[src/rtl/ckt_pkg.sv]
// Shared definitions for the checkpoint timer: state encoding, firmware-visible
// default checkpoint codes and the default prescale.
package ckt_pkg;

  localparam logic [2:0] ST_IDLE  = 3'd0;
  localparam logic [2:0] ST_ARMED = 3'd1;
  localparam logic [2:0] ST_RUN   = 3'd2;
  localparam logic [2:0] ST_DONE  = 3'd3;
  localparam logic [2:0] ST_TOUT  = 3'd4;

  localparam int          DEF_CHK_W      = 16;
  localparam int          DEF_CNT_W      = 32;
  localparam int          DEF_PRESCALE   = 1000;
  localparam int          DEF_TIMEOUT_K  = 150;
  localparam logic [15:0] DEF_START_CODE = 16'hA000;
  localparam logic [15:0] DEF_STOP_CODE  = 16'hAB00;

  // States in which the arm (timeout) counter advances.
  function automatic logic is_measuring(input logic [2:0] st);
    return (st == ST_ARMED) || (st == ST_RUN);
  endfunction

  // Terminal states that raise irq on entry.
  function automatic logic is_final(input logic [2:0] st);
    return (st == ST_DONE) || (st == ST_TOUT);
  endfunction

endpackage

[src/rtl/ckt_prescaler.sv]
// Enable-gated modulo-MOD counter; tick marks the clock on which the count
// wraps and one whole unit has elapsed. clr wins over en.
module ckt_prescaler
  import ckt_pkg::*;
#(
  parameter int MOD = DEF_PRESCALE,
  parameter int CW  = $clog2(MOD)
) (
  input  logic          clk,
  input  logic          resetn,
  input  logic          en,
  input  logic          clr,
  output logic [CW-1:0] count,
  output logic          tick
);

  localparam logic [CW-1:0] LAST = CW'(MOD - 1);

  logic [CW-1:0] count_q, count_d;

  assign tick  = en && !clr && (count_q == LAST);
  assign count = count_q;

  // NOTE: every signal written in always_comb gets a default first so no path leaves it unassigned (no latch).
  always_comb begin
    count_d = count_q;
    if (clr) begin
      count_d = '0;
    end else if (tick) begin
      count_d = '0;
    end else if (en) begin
      count_d = count_q + CW'(1);
    end
  end

  // NOTE: state flops use non-blocking assignments so all flops update together on the edge.
  always_ff @(posedge clk or negedge resetn) begin
    if (!resetn) begin
      count_q <= '0;
    end else begin
      count_q <= count_d;
    end
  end

endmodule

[src/rtl/checkpoint_timer.sv]
// Cycle-measurement controller: watches the firmware checkpoint word, counts
// PRESCALE-clock units between start and stop codes, and aborts on timeout.
module checkpoint_timer
  import ckt_pkg::*;
#(
  parameter int               CHK_W      = DEF_CHK_W,
  parameter int               CNT_W      = DEF_CNT_W,
  parameter int               PRESCALE   = DEF_PRESCALE,
  parameter logic [CHK_W-1:0] START_CODE = CHK_W'(DEF_START_CODE),
  parameter logic [CHK_W-1:0] STOP_CODE  = CHK_W'(DEF_STOP_CODE),
  parameter int               TIMEOUT_K  = DEF_TIMEOUT_K
) (
  input  logic                        clk,
  input  logic                        resetn,
  input  logic                        enable,
  input  logic                        clear,
  input  logic [CHK_W-1:0]            checkbits,
  output logic [CNT_W-1:0]            kcycles,
  output logic [$clog2(PRESCALE)-1:0] frac,
  output logic [2:0]                  state,
  output logic                        done,
  output logic                        timeout,
  output logic                        irq
);

  localparam int               FW       = $clog2(PRESCALE);
  localparam int               AW       = (TIMEOUT_K > 0) ? $clog2(TIMEOUT_K + 1) : 1;
  localparam logic [FW-1:0]    PRE_LAST = FW'(PRESCALE - 1);
  localparam logic [AW-1:0]    K_LAST   = AW'((TIMEOUT_K > 0) ? TIMEOUT_K - 1 : 0);

  logic [CHK_W-1:0] sync1_q, sync1_d;
  logic [CHK_W-1:0] sync2_q, sync2_d;
  logic [CHK_W-1:0] prev_q, prev_d;
  logic [2:0]       state_q, state_d;
  logic [CNT_W-1:0] kcyc_q, kcyc_d;
  logic [AW-1:0]    arm_units_q, arm_units_d;
  logic             irq_q, irq_d;

  logic             start_evt, stop_evt, tout_hit, clear_hit;
  logic             meas_en, meas_clr, meas_tick;
  logic             arm_en, arm_clr, arm_tick;
  logic [FW-1:0]    meas_frac, arm_frac;

  // Edge semantics: a code fires only on the cycle it first appears.
  assign start_evt = (sync2_q != prev_q) && (sync2_q == START_CODE);
  assign stop_evt  = (sync2_q != prev_q) && (sync2_q == STOP_CODE);

  assign clear_hit = enable && clear && (state_q != ST_IDLE);
  assign arm_en    = is_measuring(state_q);
  assign tout_hit  = (TIMEOUT_K != 0) && arm_en &&
                     (arm_units_q == K_LAST) && (arm_frac == PRE_LAST);

  always_comb begin
    state_d = state_q;
    if (!enable) begin
      state_d = ST_IDLE;
    end else begin
      case (state_q)
        ST_IDLE:  state_d = ST_ARMED;
        ST_ARMED: begin
          if (clear)          state_d = ST_ARMED;
          else if (tout_hit)  state_d = ST_TOUT;
          else if (start_evt) state_d = ST_RUN;
        end
        ST_RUN: begin
          if (clear)         state_d = ST_ARMED;
          else if (tout_hit) state_d = ST_TOUT;
          else if (stop_evt) state_d = ST_DONE;
        end
        ST_DONE, ST_TOUT: begin
          if (clear) state_d = ST_ARMED;
        end
        default: state_d = ST_IDLE;
      endcase
    end
  end

  // The measurement only advances on cycles that stay in RUN, so stop and
  // timeout edges freeze it at its pre-edge value; a restart zeroes it.
  assign meas_en  = (state_q == ST_RUN) && (state_d == ST_RUN);
  assign meas_clr = (state_d == ST_IDLE) || (state_d == ST_ARMED) ||
                    (start_evt && (state_q == ST_RUN) && (state_d == ST_RUN));
  assign arm_clr  = (state_d == ST_IDLE) || clear_hit;

  ckt_prescaler #(.MOD(PRESCALE)) u_meas_pre (
    .clk    (clk),
    .resetn (resetn),
    .en     (meas_en),
    .clr    (meas_clr),
    .count  (meas_frac),
    .tick   (meas_tick)
  );

  ckt_prescaler #(.MOD(PRESCALE)) u_arm_pre (
    .clk    (clk),
    .resetn (resetn),
    .en     (arm_en),
    .clr    (arm_clr),
    .count  (arm_frac),
    .tick   (arm_tick)
  );

  always_comb begin
    sync1_d = checkbits;
    sync2_d = sync1_q;
    prev_d  = sync2_q;

    kcyc_d = kcyc_q;
    if (meas_clr) begin
      kcyc_d = '0;
    end else if (meas_tick && (kcyc_q != '1)) begin
      kcyc_d = kcyc_q + CNT_W'(1);
    end

    arm_units_d = arm_units_q;
    if (arm_clr) begin
      arm_units_d = '0;
    end else if (arm_tick) begin
      arm_units_d = arm_units_q + AW'(1);
    end

    irq_d = is_final(state_d) && (state_d != state_q);
  end

  always_ff @(posedge clk or negedge resetn) begin
    if (!resetn) begin
      sync1_q     <= '0;
      sync2_q     <= '0;
      prev_q      <= '0;
      state_q     <= ST_IDLE;
      kcyc_q      <= '0;
      arm_units_q <= '0;
      irq_q       <= 1'b0;
    end else begin
      sync1_q     <= sync1_d;
      sync2_q     <= sync2_d;
      prev_q      <= prev_d;
      state_q     <= state_d;
      kcyc_q      <= kcyc_d;
      arm_units_q <= arm_units_d;
      irq_q       <= irq_d;
    end
  end

  assign kcycles = kcyc_q;
  assign frac    = meas_frac;
  assign state   = state_q;
  assign done    = (state_q == ST_DONE);
  assign timeout = (state_q == ST_TOUT);
  assign irq     = irq_q;

endmodule
[config.mk]
export PLATFORM = sky130hd
export DESIGN_NAME = checkpoint_timer
export DESIGN_NICKNAME = d
export VERILOG_FILES = /design/src/rtl/ckt_pkg.sv /design/src/rtl/ckt_prescaler.sv /design/src/rtl/checkpoint_timer.sv
export SDC_FILE = /design/constraint.sdc
export NUM_CORES = 1
export LEC_CHECK = 0
export BUFFER_PORTS_ARGS = -buffer_cell sky130_fd_sc_hd__buf_2
export CAP_MARGIN = 20
export CORE_MARGIN = 10
export CORE_UTILIZATION = 40
export CTS_CLUSTER_DIAMETER = 60
export CTS_CLUSTER_SIZE = 16
export DETAILED_ROUTE_END_ITERATION = 6
export PLACE_DENSITY = 0.7
export SKIP_CTS_REPAIR_TIMING = 1
export SLEW_MARGIN = 5
export SYNTH_ARGS = -nofsm -noshare
export SYNTH_HDL_FRONTEND = slang
export SYNTH_SLANG_ARGS = --single-unit
[constraint.sdc]
create_clock -name clk -period 6.86 [get_ports clk]
set_clock_uncertainty 0.1 [all_clocks]
set_input_delay 1.029 -clock clk [delete_from_list [all_inputs] [get_ports clk]]
set_output_delay 1.029 -clock clk [all_outputs]
set_load 0.01 [all_outputs]
==> results of run 1 <==
-- where the power goes --
part	switching (uW)	internal [uW]	total [uW]	leakage, uW
clock	244	288	532	0.000152
sequential	10.8	675	686	0.00145
combinational	27.6	16.3	43.9	0.000851
total	282	979	1260	0.00245
-- area by class of cell --
type	instances	area (um2)
fill	1199	6620
sequential	112	2800
multi-input combinational	347	2160
timing repair buffer	71	375
clock buffer	9	225
tap	172	215
clock inverter	7	77.6
inverter	11	41.3
-- path summary, 6_finish.rpt --
check / slack [ns] / endpoint / start
min: 0.24 / prev_d[9] / sync1_q[9]
max in group asynchronous: 4.85 / sync1_q[5] / resetn
max reg2reg: 3.76 / kcycles[29] / u_meas_pre.count[0]
min in group asynchronous: 0.56 / kcycles[14] / resetn
min reg2reg: 0.24 / prev_d[9] / sync1_q[9]
max: 3.76 / kcycles[29] / u_meas_pre.count[0]
-- flip-flops by register name, summed over array words and instances (netlist names) --
name / count
arm_units_q: 8
u_meas_pre.count: 10
prev_q: 16
sync1_q: 16
state: 3
irq: 1
prev_d: 16
kcycles: 32
u_arm_pre.count: 10
-- stage by stage --
stage | hold slack (ns) | utilization (%)
floorplan | 0.231 | -
global placement | 0.234 | 44.6
detailed placement | 0.235 | 44.7
CTS | 0.244 | 47.1
global route | 0.255 | 47.1
finish | 0.242 | 47.1
-- layer usage --
metal | part of all wire, % | up-vias | GRT usage [%]
li1 | - | 1913 | -
met1 | 45 | 1914 | 16.1
met2 | 47 | 116 | 21.1
met3 | 6.2 | 21 | 4.58
met4 | 1.9 | 0 | 4.40
met5 | 0 | - | 0
-- cell usage in the layout (no fill, tap or decap), drive strengths merged, types with 3 or more instances in the layout --
cell / count
a211oi: 3
a21oi: 27
a22o: 3
a31oi: 15
and2: 5
and3: 10
and4: 5
buf: 71
clkbuf: 9
clkinv: 3
dfrtp: 112
ha: 5
inv: 14
nand2: 34
nand3: 23
nand3b: 7
nand4: 17
nor2: 36
nor3: 5
nor4: 13
o21ai: 27
o31ai: 6
or2: 5
or3: 24
or4: 11
xnor2: 29
xor2: 9
-- cell families (layout without fill, tap and decap cells) --
| logic type | count (synthesis) | in the layout | share of synthesized area, % |
|---|---|---|---|
| and+or+nand+nor | 205 | 205 | 22.6 |
| DFF | 112 | 112 | 55.3 |
| AOI/OAI and AO/OA | 97 | 97 | 11.8 |
| xor gates and xnor gates | 38 | 38 | 6.57 |
| buffers and inverters | 27 | 98 | 2.12 |
| adders and majority gates | 5 | 5 | 1.24 |
| muxes | 2 | 2 | 0.420 |
==> results.md, run 1 <==
- The clock period minus final worst setup slack is around 3.1 ns.
- Cells with a size suffix above 1 make up approximately 17% of the layout.
- The final hold violation count is 0.
- Once the floorplan was initialized, standard cells occupied 40.5% of the core.
- The total die area is between 15000 and 20000 um2.
- The setup TNS after final layout is 0 ns.
- Ranked by total cell area, the synthesized netlist is headed by sky130_fd_sc_hd__dfrtp_1, sky130_fd_sc_hd__xnor2_1, sky130_fd_sc_hd__or3_1.
- The number of pins exceeding their max-slew limit in the final report is 0.
- The tightest min-delay check is of the register to register type.
- The routability congestion estimate from global placement is about 0.84.
- The maximum vdd drop is ~0.25 mV.
- At the pin with the least slew margin, the transition time is roughly 0.86 ns.
- In this run, the number of DRC markers left after iteration 0 of detailed routing was 212.
- The clock slew seen by the registers of the worst setup and hold paths is ~0.07 ns.
- The first global-routing pass estimated between 15 and 20 mm of wire.
- Setup repair after global routing left no endpoint under its margin.
- The worst setup path is launched from a register.
- The worst hold path was traced through 0 stages.
- The most used standard cell by instance count after synthesis is sky130_fd_sc_hd__dfrtp_1.
- Synthesis produced a netlist with a net count of about 500.
- The number of cells on the worst reg-to-reg path is 8.
- Of the available clock period, the critical path in the final layout requires a little under half.
- After floorplanning, the core was divided into 41 placement rows.
- The final antenna-violating net count is 0.
- The fraction of synthesis flops using an asynchronous set or reset pin is 100%.
- The diode insertion count for antenna repair is 0.
- In this run the power density over the cells is ~210 nW/um2.
- The share of synthesized area in the top cell type comes to between 50% and 60%.
- The via count of the first global-routing pass is ~4.0k.
- At the worst endpoint, the required time is just over 7 ns.
- The critical path goes through ha_1, and4_1, nand3_1, nor4b_1, o211ai_1, or3_1, or4_1, a21oi_1.
- The distinct cell type count of the synthesized netlist is 53.
- The synthesized design contains roughly 110 register bits.
- The total number of nets in the final design is 577.
- Setup violations remaining at the end of the flow were counted as 0.
- For the worst setup path, the data arrival time is 3.29 ns.
- The number of buffers added on ports is 67.
- The cell area after technology mapping is about 5100 um2.
- The number of ports placed on the die boundary is between 60 and 70.
- The largest stage delay on the critical path is between 0.5 and 0.6 ns.
- The flow ran to the end, and the final reports show no timing, DRC or antenna violations.
- The completed layout was analyzed and its total power is 1260 uW.
- The dominant synthesized flop cell is sky130_fd_sc_hd__dfrtp_1.
- The final routed DRC violation total is 0.
- The cell family contributing the most delay on the critical path is simple AND/OR/NAND/NOR gates.
- The floorplan die width is about 130 um.
- The max-capacitance violation count is 0.
- The count of cells in the finished layout, fillers not included, comes to 729.
- The finished cells cover 5900 um2.
- The detailed-route vias per instance is 5.44.
- Timing analysis after detailed placement gives a worst setup slack of approximately 3.4 ns.
- The cell sitting at the root of the clock tree is a sky130_fd_sc_hd__clkbuf_16.
- The total leakage power is roughly 0.0025 uW.
- The initial antenna violation count is 0.
- The core box area is between 10000 and 15000 um2.
- The peak fanout along the critical path is 16.
- STA classifies the critical path endpoint as a register.
- The placed instance count is between 700 and 800.
- The total wire length is between 10 and 15 mm.
- The signed area change from the synthesized netlist to the final layout is 16.4%.
- The pre-antenna-repair detailed-routing pass consisted of 5 iterations.
- The wire length per cell is about 16 um.
- The die boundary height is ~130 um.
- TritonCTS built the clock tree.
- The total global routing track utilization is between 10% and 20%.
- The maximum clock frequency is between 0.3 and 0.4 GHz.
- The critical path contains buffers and inverters numbering 0 combined.
- Counting along the longest clock path gives a buffer depth of 2.
- The sink count of the clock tree is between 100 and 150.
- The mean instance size in the synthesized netlist is 10.4 um2.
- Counting buffers and inverters, the worst setup path is 8 cells deep.
- The total number of vias is about 4k.
- The number of warnings issued by yosys is 0.
- The relative slew slack is a little over two fifths.
- The HPWL after detailed placement is between 8 and 9 mm.
- The clock insertion delay at the later pin of the skew report is about 0.35 ns.
- The total cell area at the placement stage is 5590 um2.
- Counting flops with a built-in enable in the synthesized netlist gives 0.
- In this run, CTS created clock tree buffers numbering 9.
- The remaining global-route overflow is 0.
- Entering global routing, the biggest net connects 73 pins.
- Sorting the synthesized cells by how often they occur yields sky130_fd_sc_hd__dfrtp_1, sky130_fd_sc_hd__nand2_1, sky130_fd_sc_hd__nor2_1, sky130_fd_sc_hd__xnor2_1, sky130_fd_sc_hd__a21oi_1.
- The H-tree depth reported by CTS is 3.
- The sequential-to-total area share from yosys stat is 55.3%.
- The dominant cell type by area after synthesis is sky130_fd_sc_hd__dfrtp_1.
- The kind of critical path is register to register.
- In the synthesized netlist, the number of instances is between 400 and 500.
- Across all setup checks in the final design, the least slack found is roughly 3.8 ns.
- Among all stages on the critical path, the largest delay is contributed by sky130_fd_sc_hd__or3_1.
(Power assumes the default switching activity.)
==> inputs of run 2 (changes only) <==
ABC_AREA = 1   (was not set)
PLACE_DENSITY = 0.69   (was 0.7)
clock period = 3.2 ns   (was 6.86 ns; I/O delays follow)
==> results.md, run 2 <==
- The actual slew at the worst max-slew pin is 0.664 ns (-0.193 ns).
- The sequential share of power is 54.3% (about the same).
- STA classifies the critical path startpoint as a register.
- The clock period minus final worst setup slack is 2.61 ns (-0.490 ns).
- The library cell used most frequently in the layout, excluding fill and tap cells, is sky130_fd_sc_hd__nand2_1.
- The pin count of the biggest net entering global routing was 61 (-16%).
- The placement-stage worst setup slack is 0.649 ns (-2.79 ns).
- The maximum vdd drop was 0.316 mV (+25%).
- The relative slew slack came to 55.7% (+13 points).
- STA classifies the critical path endpoint as a register.
- The final setup slack of the worst path was 0.587 ns (-3.17 ns).
- The total number of vias came to 4812 (+21%).
- The count of buffering cells on the critical path with inverters included came to 1 (+1).
- The TritonCTS buffer count was 9 (unchanged).
- The number of enable flip-flop cells after synthesis is 0 (unchanged).
- The post-synthesis cell count came to 715 (+47%).
- The initial antenna violation count is 0 (unchanged).
- Setup repair after global routing left no endpoint under its margin.
- The largest stage delay on the critical path is 0.42 ns (-0.14 ns).
- The net switching share of the total power is 24.2% (+1.8 points).
- The sequential-to-total area share from yosys stat is 48.7% (-6.7 points).
- In the synthesized netlist, the cells that appear most often are sky130_fd_sc_hd__nand2_1, sky130_fd_sc_hd__dfrtp_1, sky130_fd_sc_hd__inv_1, sky130_fd_sc_hd__nor2_1, sky130_fd_sc_hd__nand3_1.
- The share of the core filled with cells is 47.1% (about the same).
- Walking the worst path, the cells encountered are ha_1, nand2_1, clkinv_1, nand3_4, nor2_4, nand3_2, nor2_2, nand4_1, nor2_1, nand3_1, nor2_2, nand4_2, nand2_4, nand3_1, nand2_1.
- The global-route wire length before repair is 22.4 mm (+16%).
- The flow ran to the end, and the final reports show no timing, DRC or antenna violations.
- The total wire length is 13.0 mm (+14%).
- The synthesized net count is 740 (+45%).
- The fraction of final layout cells with drive strength greater than 1 was 13.7% (-3.7 points).
- The floorplan die width is 140 um (+5.6%).
- The cell area after technology mapping is 5760 um2 (+14%).
- The net switching power was 654 uW (+130%).
- The total leakage power is 0.00335 uW (+37%).
- The maximum buffer depth of the clock tree is 2 (unchanged).
- The flip-flop count of the largest register after layout was 32 (unchanged).
- The core box area is 14000 um2 (+12%).
- The tightest min-delay check is of the primary input to async pin type.
- The sink count of the clock tree is 112 (unchanged).
- The clock tree from TritonCTS is done.
- The total die area came to 19600 um2 (+12%).
- The distinct cell type count of the synthesized netlist is 34 (-36%).
- The diode insertion count for antenna repair was 0 (unchanged).
- The total number of nets in the final design is 808 (+40%).
- The power per cell area is 410 nW/um2 (+92%).
- The peak fanout along the critical path was 32 (+16).
- The detailed-route vias per instance came to 4.97 (-8.6%).
- Leaving out fill and tap cells, the most frequent cells in the layout are sky130_fd_sc_hd__nand2_1, sky130_fd_sc_hd__inv_1, sky130_fd_sc_hd__dfrtp_1, sky130_fd_sc_hd__buf_2, sky130_fd_sc_hd__nor2_1.
- The clock group share of total power is 41.8% (-0.3 points).
- The internal power of the cells is 2050 uW (+110%).
- The final routed DRC violation total is 0 (unchanged).
- The fraction of synthesized cell area taken by the top area cell type is 48.7% (-6.7 points).
- The mean instance size in the synthesized netlist came to 8.05 um2 (-23%).
- The final count of negative-setup-slack endpoints is 0 (unchanged).
- The number of ports placed on the die boundary is 68 (unchanged).
- The final worst-path cycle share came to 81.7% (+36 points).
- The count of filler cells inserted in the layout was 1401 (+17%).
- The setup TNS after final layout is 0 ns (unchanged).
- The dominant synthesized flop cell is sky130_fd_sc_hd__dfrtp_1.
- The HPWL after detailed placement was 9.45 mm (+14%).
- The final hold violation count is 0 (unchanged).
- The wire length per cell is 13.5 um (-14%).
- Sorting the synthesized cells by area gives the leading types as sky130_fd_sc_hd__dfrtp_1, sky130_fd_sc_hd__nand2_1, sky130_fd_sc_hd__inv_1.
- The number of buffers added on ports is 67 (unchanged).
- The site row count is 43 (+4.9%).
- The violation count after the first detailed-routing iteration was 295 (+39%).
- The die boundary height is 140 um (+5.6%).
- The most used standard cell by instance count after synthesis is sky130_fd_sc_hd__nand2_1.
- The max-capacitance violation count came to 0 (unchanged).
- The fraction of synthesis flops using an asynchronous set or reset pin came to 100% (unchanged).
- Relative to the synthesized area, the layout overhead comes to 14.4%.
- The share of total power in combinational logic is 3.9% (+0.4 points).
- The initial core utilization came to 41.2% (+0.71 points).
- The number of cell instances on the worst register-to-register path came to 15 (+7).
- The via count of the first global-routing pass is 4584 (+15%).
- The total global routing track utilization is 13.6% (+0.44 points).
- The cell family contributing the most delay on the critical path is simple AND/OR/NAND/NOR gates.
- The cell with the largest stage delay on the worst path is sky130_fd_sc_hd__dfrtp_1.
- The worst path required time is 3.40 ns (-3.64 ns).
- The clock insertion delay at the later pin of the skew report is 0.36 ns (about the same).
- The number of warnings issued by yosys is 0 (unchanged).
- The clock slew seen by the registers of the worst setup and hold paths was 0.08 ns (about the same).
- The routability congestion estimate from global placement is 0.940 (+12%).
- The iteration count of the initial detailed-routing pass came to 5 (unchanged).
- The flip-flop and latch count after synthesis was 112 (unchanged).
- Clock tree synthesis selected as its root buffer the cell sky130_fd_sc_hd__clkbuf_16.
- The maximum clock frequency was 0.383 GHz (+19%).
- The remaining global-route overflow came to 0 (unchanged).
- The setup path with the least slack is of type register to register.
- The number of pins exceeding their max-slew limit in the final report is 0 (unchanged).
- The logic depth of the worst path, buffers included is 15 (+7).
- The final antenna-violating net count is 0 (unchanged).
- The H-tree depth reported by CTS is 3 (unchanged).
- Summed over all instances, the cell type with the most area after synthesis is sky130_fd_sc_hd__dfrtp_1.
- The arrival time of data at the critical path endpoint is 2.81 ns (-0.48 ns).
run 2: cell count changes after synthesis, moves of 12 or more:
cell                      delta
sky130_fd_sc_hd__nand3_1    +25
sky130_fd_sc_hd__nand4_1    +29
sky130_fd_sc_hd__o21ai_0    -12
sky130_fd_sc_hd__inv_1     +101
sky130_fd_sc_hd__nor2_1     +26
sky130_fd_sc_hd__a21oi_1    -13
sky130_fd_sc_hd__nand2_1   +137
sky130_fd_sc_hd__a31oi_1    -14
sky130_fd_sc_hd__or3_1      -24
sky130_fd_sc_hd__xor2_1     +17
sky130_fd_sc_hd__xnor2_1    -20
sky130_fd_sc_hd__nor3_1     +26
run 2: final timing paths:
| check | endpoint | slack, ns | start |
|---|---|---|---|
| worst min register to register | prev_d[6] | 0.25 | sync1_q[6] |
| max in group asynchronous | kcycles[7] | 2.21 | resetn |
| worst min-delay path | u_arm_pre.count[6] | 0.04 | resetn |
| worst max register to register | kcycles[9] | 0.59 | kcycles[0] |
| min in group clk | sync1_q[10] | 0.12 | checkbits[10] |
| worst max-delay path | kcycles[9] | 0.59 | kcycles[0] |
run 2: per-layer routing:
| metal | vias to the layer above | wire length [um] | GRT usage (%) |
|---|---|---|---|
| li1 | 2447 | - | - |
| met1 | 2246 | 6300 | 17.8 |
| met3 | 13 | 787 | 4.12 |
| met4 | 0 | 197 | 4.84 |
| met5 | - | 0 | 0 |
| met2 | 106 | 5750 | 20.6 |
run 2: kinds of logic after synthesis:
kind of cell | count (synthesis) | synth area share, %
simple gates | 390 | 31.8
buf+inv | 134 | 9.41
fa+ha+maj | 5 | 1.09
flops | 112 | 48.7
compound gates | 39 | 3.67
xor+xnor | 35 | 5.32
run 2: cell type report:
cell class / count / area, um2 / share of cell area [%]
inverter: 118 / 443 / 6.72
clock buffer: 10 / 239 / 3.63
tap: 180 / 225 / 3.42
timing repair buffer: 73 / 408 / 6.19
sequential: 112 / 2800 / 42.5
multi-input combinational: 469 / 2410 / 36.6
clock inverter: 6 / 58.8 / 0.892
run 2: power groups by stage:
stage	registers (uW)	logic [uW]	clock network [uW]
after detailed placement	1500	109	0
after global routing	1480	126	1220
final	1470	106	1130
after CTS	1470	109	1170
after global placement	1500	107	0
after floorplan	1490	53.3	0
run 2: metrics by stage:
step | total power, uW | std cells | hold WS [ns] | area, um2
after CTS | 2750 | 968 | 0.0663 | 6590
after global placement | 1600 | 952 | 0.232 | 6290
after detailed placement | 1610 | 952 | 0.235 | 6290
after global routing | 2820 | 968 | 0.0964 | 6590
final | 2710 | 968 | 0.0417 | 6590
after floorplan | 1550 | 715 | 0.0844 | 5760
